## src/rtl/input_encoder_pkg.sv

```systemverilog
// Shared definitions for the rate-coding input encoder: FSM state type and default sizing.
package input_pkg;

  localparam int DEF_INPUT_SIZE  = 16;
  localparam int DEF_VALUE_WIDTH = 8;
  localparam int DEF_NUM_STEPS   = 64;
  localparam int DEF_STEP_WIDTH  = 8;

  typedef enum logic [1:0] {
    IDLE = 2'd0,
    RUN  = 2'd1,
    GAP  = 2'd2
  } enc_state_t;

endpackage

```

## src/rtl/input_encoder_if.sv

```systemverilog
// Presentation handshake and spike output bundle between a stimulus source and the encoder.
interface input_encoder_if
  import input_pkg::*;
#(
  parameter int INPUT_SIZE  = DEF_INPUT_SIZE,
  parameter int VALUE_WIDTH = DEF_VALUE_WIDTH
);

  logic                              start;
  logic [INPUT_SIZE*VALUE_WIDTH-1:0] value;
  logic                              ready;
  logic [INPUT_SIZE-1:0]             spike;
  logic                              out_valid;

  modport master (
    output start,
    output value,
    input  ready,
    input  spike,
    input  out_valid
  );

  modport slave (
    input  start,
    input  value,
    output ready,
    output spike,
    output out_valid
  );

endinterface

```

## src/rtl/input_encoder_rate_channel.sv

```systemverilog
// One rate-coded channel: latched intensity, wrapping accumulator, spike on accumulator carry-out.
module rate_channel
  import input_pkg::*;
#(
  parameter int VALUE_WIDTH = DEF_VALUE_WIDTH
) (
  input  logic                   clk,
  input  logic                   rst,
  input  logic                   load,
  input  logic                   step_en,
  input  logic [VALUE_WIDTH-1:0] value_in,
  output logic                   spike
);

  logic [VALUE_WIDTH-1:0] val_q;
  logic [VALUE_WIDTH-1:0] acc_q;
  logic [VALUE_WIDTH:0]   sum;

  assign sum = {1'b0, acc_q} + {1'b0, val_q};

  // Loading performs step 1 (0 + value can never carry), so the first spike bit appears the cycle after acceptance.
  always_ff @(posedge clk or posedge rst) begin
    if (rst) begin
      val_q <= '0;
      acc_q <= '0;
      spike <= 1'b0;
    end else if (load) begin
      val_q <= value_in;
      acc_q <= value_in;
      spike <= 1'b0;
    end else if (step_en) begin
      acc_q <= sum[VALUE_WIDTH-1:0];
      spike <= sum[VALUE_WIDTH];
    end else begin
      spike <= 1'b0;
    end
  end

endmodule

```

## src/rtl/input_encoder.sv

```systemverilog
// Rate-coding input encoder: IDLE/RUN/GAP sequencing, step counter and out_valid around
// INPUT_SIZE rate_channel instances.
module input_encoder
  import input_pkg::*;
#(
  parameter int INPUT_SIZE  = DEF_INPUT_SIZE,
  parameter int VALUE_WIDTH = DEF_VALUE_WIDTH,
  parameter int NUM_STEPS   = DEF_NUM_STEPS,
  parameter int STEP_WIDTH  = DEF_STEP_WIDTH
) (
  input  logic           clk,
  input  logic           rst,
  input_encoder_if.slave bus
);

  localparam logic [STEP_WIDTH-1:0] LAST_STEP = STEP_WIDTH'(NUM_STEPS);
  localparam logic [STEP_WIDTH-1:0] STEP_ONE  = STEP_WIDTH'(1);

  enc_state_t            state_q;
  enc_state_t            state_d;
  logic [1:0]            rst_pipe;
  logic                  rst_int;
  logic                  load;
  logic                  step_en;
  logic                  ready_c;
  logic                  out_valid_q;
  logic [STEP_WIDTH-1:0] step_q;
  logic [INPUT_SIZE-1:0] spike_vec;

  // Reset asserts immediately with rst and releases two clk edges after rst falls.
  always_ff @(posedge clk or posedge rst) begin
    if (rst) begin
      rst_pipe <= 2'b11;
    end else begin
      rst_pipe <= {rst_pipe[0], 1'b0};
    end
  end

  assign rst_int = rst_pipe[1];

  always_ff @(posedge clk or posedge rst_int) begin
    if (rst_int) begin
      state_q <= IDLE;
    end else begin
      state_q <= state_d;
    end
  end

  always_comb begin
    state_d = state_q;
    load    = 1'b0;
    step_en = 1'b0;
    ready_c = 1'b0;
    case (state_q)
      IDLE: begin
        ready_c = 1'b1;
        if (bus.start) begin
          load    = 1'b1;
          state_d = RUN;
        end
      end
      RUN: begin
        if (step_q == LAST_STEP) begin
          state_d = GAP;
        end else begin
          step_en = 1'b1;
        end
      end
      GAP: begin
        state_d = IDLE;
      end
      default: begin
        state_d = IDLE;
      end
    endcase
  end

  // step_q counts the step currently on the outputs; load already presents step 1.
  always_ff @(posedge clk or posedge rst_int) begin
    if (rst_int) begin
      step_q      <= '0;
      out_valid_q <= 1'b0;
    end else if (load) begin
      step_q      <= STEP_ONE;
      out_valid_q <= 1'b1;
    end else if (step_en) begin
      step_q      <= step_q + STEP_ONE;
      out_valid_q <= 1'b1;
    end else begin
      out_valid_q <= 1'b0;
    end
  end

  for (genvar i = 0; i < INPUT_SIZE; i++) begin : g_chan
    rate_channel #(
      .VALUE_WIDTH (VALUE_WIDTH)
    ) u_chan (
      .clk      (clk),
      .rst      (rst_int),
      .load     (load),
      .step_en  (step_en),
      .value_in (bus.value[i*VALUE_WIDTH +: VALUE_WIDTH]),
      .spike    (spike_vec[i])
    );
  end

  assign bus.ready     = ready_c;
  assign bus.spike     = spike_vec;
  assign bus.out_valid = out_valid_q;

endmodule

```

## src/flat_wrapper.sv

```systemverilog
// flat-port wrapper written by rule: the top's interface ports become plain ports
module input_encoder_flat import input_pkg::*;
#(
  parameter int INPUT_SIZE  = DEF_INPUT_SIZE,
  parameter int VALUE_WIDTH = DEF_VALUE_WIDTH,
  parameter int NUM_STEPS   = DEF_NUM_STEPS,
  parameter int STEP_WIDTH  = DEF_STEP_WIDTH
)
  (clk, rst, bus_start, bus_value, bus_ready, bus_spike, bus_out_valid);
  input_encoder_if #(.INPUT_SIZE(INPUT_SIZE), .VALUE_WIDTH(VALUE_WIDTH)) bus_i ();
  input  logic clk;
  input  logic rst;
  input wire logic [$bits(bus_i.start)-1:0] bus_start;
  input wire logic [$bits(bus_i.value)-1:0] bus_value;
  output wire logic [$bits(bus_i.ready)-1:0] bus_ready;
  output wire logic [$bits(bus_i.spike)-1:0] bus_spike;
  output wire logic [$bits(bus_i.out_valid)-1:0] bus_out_valid;
  assign bus_i.start = bus_start;
  assign bus_i.value = bus_value;
  assign bus_ready = bus_i.ready;
  assign bus_spike = bus_i.spike;
  assign bus_out_valid = bus_i.out_valid;
  input_encoder #(.INPUT_SIZE(INPUT_SIZE), .VALUE_WIDTH(VALUE_WIDTH), .NUM_STEPS(NUM_STEPS), .STEP_WIDTH(STEP_WIDTH)) u_core (.clk(clk), .rst(rst), .bus(bus_i));
endmodule
```

## config.mk

```make
export PLATFORM = sky130hd
export DESIGN_NAME = input_encoder_flat
export DESIGN_NICKNAME = d
export VERILOG_FILES = /design/src/rtl/input_encoder_pkg.sv /design/src/rtl/input_encoder_if.sv /design/src/rtl/input_encoder_rate_channel.sv /design/src/rtl/input_encoder.sv /design/src/flat_wrapper.sv
export SDC_FILE = /design/constraint.sdc
export NUM_CORES = 1
export LEC_CHECK = 0
export CORE_MARGIN = 5
export CORE_UTILIZATION = 60
export CTS_BUF_LIST = sky130_fd_sc_hd__clkbuf_8
export DETAILED_ROUTE_END_ITERATION = 7
export GPL_ROUTABILITY_DRIVEN = 0
export GPL_TIMING_DRIVEN = 0
export HOLD_SLACK_MARGIN = 0.06
export PLACE_DENSITY = 0.9
export SLEW_MARGIN = 15
export SYNTH_ARGS = -nofsm -noshare
export SYNTH_HDL_FRONTEND = slang
export SYNTH_SLANG_ARGS = --single-unit
```

## constraint.sdc

```tcl
create_clock -name clk -period 25.6 [get_ports clk]
set_input_delay 7.68 -clock clk [delete_from_list [all_inputs] [get_ports clk]]
set_output_delay 7.68 -clock clk [all_outputs]
set_load 0.05 [all_outputs]
```

==> impl_summary.txt <==
----------------------------------------------------
[Status]
  Outcome ... finished clean

[Place]
  Area after detailed placement ... 17900 µm²
  Final HPWL DP ... roughly 32000 µm
  Inst Count DP ... 2237
  Buffers added on ports ... 148

[Route]
  Routed wire length on met2 ... 21700 µm
  Number of nets with antenna violations after routing ... 0
  Post-detailed-route DRC marker count ... 0
  Vias post-DR ... ~14000
  Met1 wire length ... 17500 µm
  Top routing layer used ... met5
  Detailed-router iteration count before antenna repair ... 6
  DRT iter0 DRCs ... about 1400
  Post-detailed-routing wire length ... around 46000 µm
  Detailed route wirelength on metal3 ... 4100 µm
  Routed wire length per instance ... roughly 20 µm
  Detail-routed via count per cell ... a little over 6

[Die]
  Site Rows ... 59
  Chip width ... about 170 µm
  CORE AREA ... roughly 26000 µm²
  Initial standard-cell utilization of the core ... 61.1%
  Area of the die ... 29900 µm²
  Count of boundary I/O pins ... 149
  Die Y ... around 170 µm

[Finish]
  Final Net Count ... 2229
  Final Instance Area ... 18800 µm²
  Diodes inserted ... 0
  Most frequent cells in the layout ... nand2_1 (395), dfrtp_1 (283), o21ai_0 (181)
  Most common library cell in the layout ignoring fill and taps ... nand2_1
  Fillers ... 1833
  Final standard cell count with taps included and fillers excluded ... around 2300
  Proportion of layout cells with a drive suffix above 1 ... 6.75%
  Multi-input combinational cell area ... 8080 µm²
  Layout-stage area growth over the synthesis result ... 18.2%
  Area taken by flip-flops and latches ... 7130 µm²

[Clock tree]
  Cell at the root of the clock tree ... clkbuf_8
  CTS Buf Count ... 48
  Clock-pin slew of the registers on the worst-case setup and hold paths ... 0.06 ns
  Clk sinks ... 285
  # resized after CTS ... 0
  Deepest level of the CTS H-tree ... 2
  Clk buf depth ... 3
  Clock tree from TritonCTS ... built
  Hold buffer count at cts ... 0
  Post-CTS Setup Repair Bufs ... 0
  Clock latency reported for the late side of the worst-skew pair ... 0.58 ns

[Yosys]
  Cell count after synthesis ... ~1800
  Avg Synthesized Cell Area ... 9.09 µm²
  Unique cell type count in the Yosys netlist ... 36
  Syn Std Cell Area ... between 15000 and 20000 µm²
  Synthesized Nets ... 2029
  EDFF count, synth ... 0
  Ys Warns ... 0
  Synth async-reset ratio ... 100%
  Register area share after synthesis ... 44.8%
  Primary flip-flop cell chosen by synthesis mapping ... dfrtp_1
  Number of storage elements in the synthesis netlist ... about 290

[Timing]
  Final Max Tran Viols ... 0
  Max-slew headroom at the worst pin ... 37.5%
  Post-layout minimum cycle time ... 9.87 ns
  Highest Clock Rate ... roughly 0.1 GHz
  Total negative slack ... 0 ns
  Setup Viol. Count Final ... 0
  Final Hold Viols ... 0
  Post-route clock skew ... around 0.024 ns
  Minimum hold slack ... 0.356 ns
  Setup repair after global routing missed its margin ... no
  Fraction of the cycle the final worst path needs ... 38.6%
  Pin slew with the least headroom to its limit ... 0.937 ns

[Setup path]
  Launch point of the critical path ... u_core.state_q[1]
  CP Capture Type ... output port
  Worst reg2reg path startpoint ... u_core.state_q[1]
  WP data required ... about 18 ns
  Critical register-to-register path endpoint ... u_core.g_chan[2].u_chan.val_q[1]
  Crit path launch type ... register
  Category of the critical setup timing path ... register to output port
  Top fanout value on the critical path ... 3
  Number of cells traversed by the worst register-to-register path ... 6
  Critical path destination ... bus_ready
  Data arrival time of the critical path ... 2.19 ns
  Worst-case register-to-register setup slack ... 22.83 ns

[Flow run]
  Max-cap check violation count ... 0

[GRT]
  Antenna violations before repair ... 1
  Total global routing overflow ... 0
  Maximum number of pins on one net before global-route repair ... about 110
  Wire length of the first global-routing pass ... 74400 µm
  Total global routing track utilization ... 30.2%
  Number of global-route vias before repair ... roughly 15000

[Pwr]
  Total power consumption of the routed design ... ~0.00089 W
  VDD IR-drop max ... approximately 0.041 mV
  Pwr/cell area ... 47.3 nW/µm²
  Total leakage power ... 9.27 nW

[Worst hold path]
  Min-Delay Path Class ... register to register
  Startpoint of the tightest hold check path ... u_core.rst_pipe[0]

----------------------------------------------------
-- power by group --
| part | switching, W | total [W] | internal, W |
|---|---|---|---|
| logic | 0.0000139 | 0.0000324 | 0.0000185 |
| clock network | 0.000190 | 0.000407 | 0.000217 |
| registers | 0.000000138 | 0.000451 | 0.000451 |
| total | 0.000204 | 0.000890 | 0.000686 |
-- registers in the layout (all words and copies together) (netlist names) --
signal                      cells
u_core.bus.out_valid            1
u_core.g_chan.u_chan.acc_q    128
u_core.g_chan.u_chan.spike     16
u_core.g_chan.u_chan.val_q    128
u_core.rst_pipe                 2
u_core.state_q                  2
u_core.step_q                   8
-- worst max-delay path, cell delays in order, from the launching register on --
cell,delay [ns]
dfrtp_1,0.41
nor2_1,0.32
clkdlybuf4s50_1,0.89
-- cells in the mapped netlist, types with 34 or more instances --
library cell	n	area (µm²)
a211oi_1	45	338
o21ai_0	181	906
buf_4	34	255
xnor2_1	37	324
ha_1	130	1630
a21oi_1	130	651
nand2_1	395	1480
nor2b_1	39	244
nand3_1	74	370
dfrtp_1	283	7080
nor2_1	75	282
inv_1	55	206
-- layout make-up --
cell class | instances | area share (%)
multi-input combinational | 1324 | 42.9
sequential | 285 | 37.9
timing repair buffer | 150 | 8.16
clock buffer | 59 | 4.31
buffer | 88 | 2.67
tap | 335 | 2.23
inverter | 55 | 1.14
clock inverter | 23 | 0.671
-- logic make-up after synthesis --
group                      count (synthesis)  share of synthesized area, %
DFF                                      285                          44.8
adders and majority gates                146                          12.2
AOI/OAI and AO/OA                        468                          17.2
other                                      1                        0.0236
and+or+nand+nor                          626                          16.6
xor gates and xnor gates                  67                          3.69
muxes                                     16                          1.01
buffers and inverters                    143                          4.45
-- worst min path at each step --
stage                         end  slack, ns  cells after the start
2_1_floorplan  u_core.rst_pipe[1]       0.35                      0
3_3_place_gp   u_core.rst_pipe[1]       0.35                      0
3_5_place_dp   u_core.rst_pipe[1]       0.35                      0
4_1_cts        u_core.rst_pipe[1]       0.36                      0
5_1_grt        u_core.rst_pipe[1]       0.36                      0
6_report       u_core.rst_pipe[1]       0.36                      0
-- metal layers --
metal | GRT usage (%) | up-vias
met4 | 16.7 | 2
met3 | 5.68 | 200
met2 | 49.5 | 743
li1 | - | 6402
met5 | 0 | -
met1 | 37.8 | 6881
-- through the flow --
step	utilization, %	setup slack [ns]
after floorplan	-	16.85
after global placement	68.4	14.96
after detailed placement	68.6	15.46
after CTS	72.2	15.78
after global routing	72.2	15.75
final	72.2	15.73
Power figures use the tool's default switching activity.
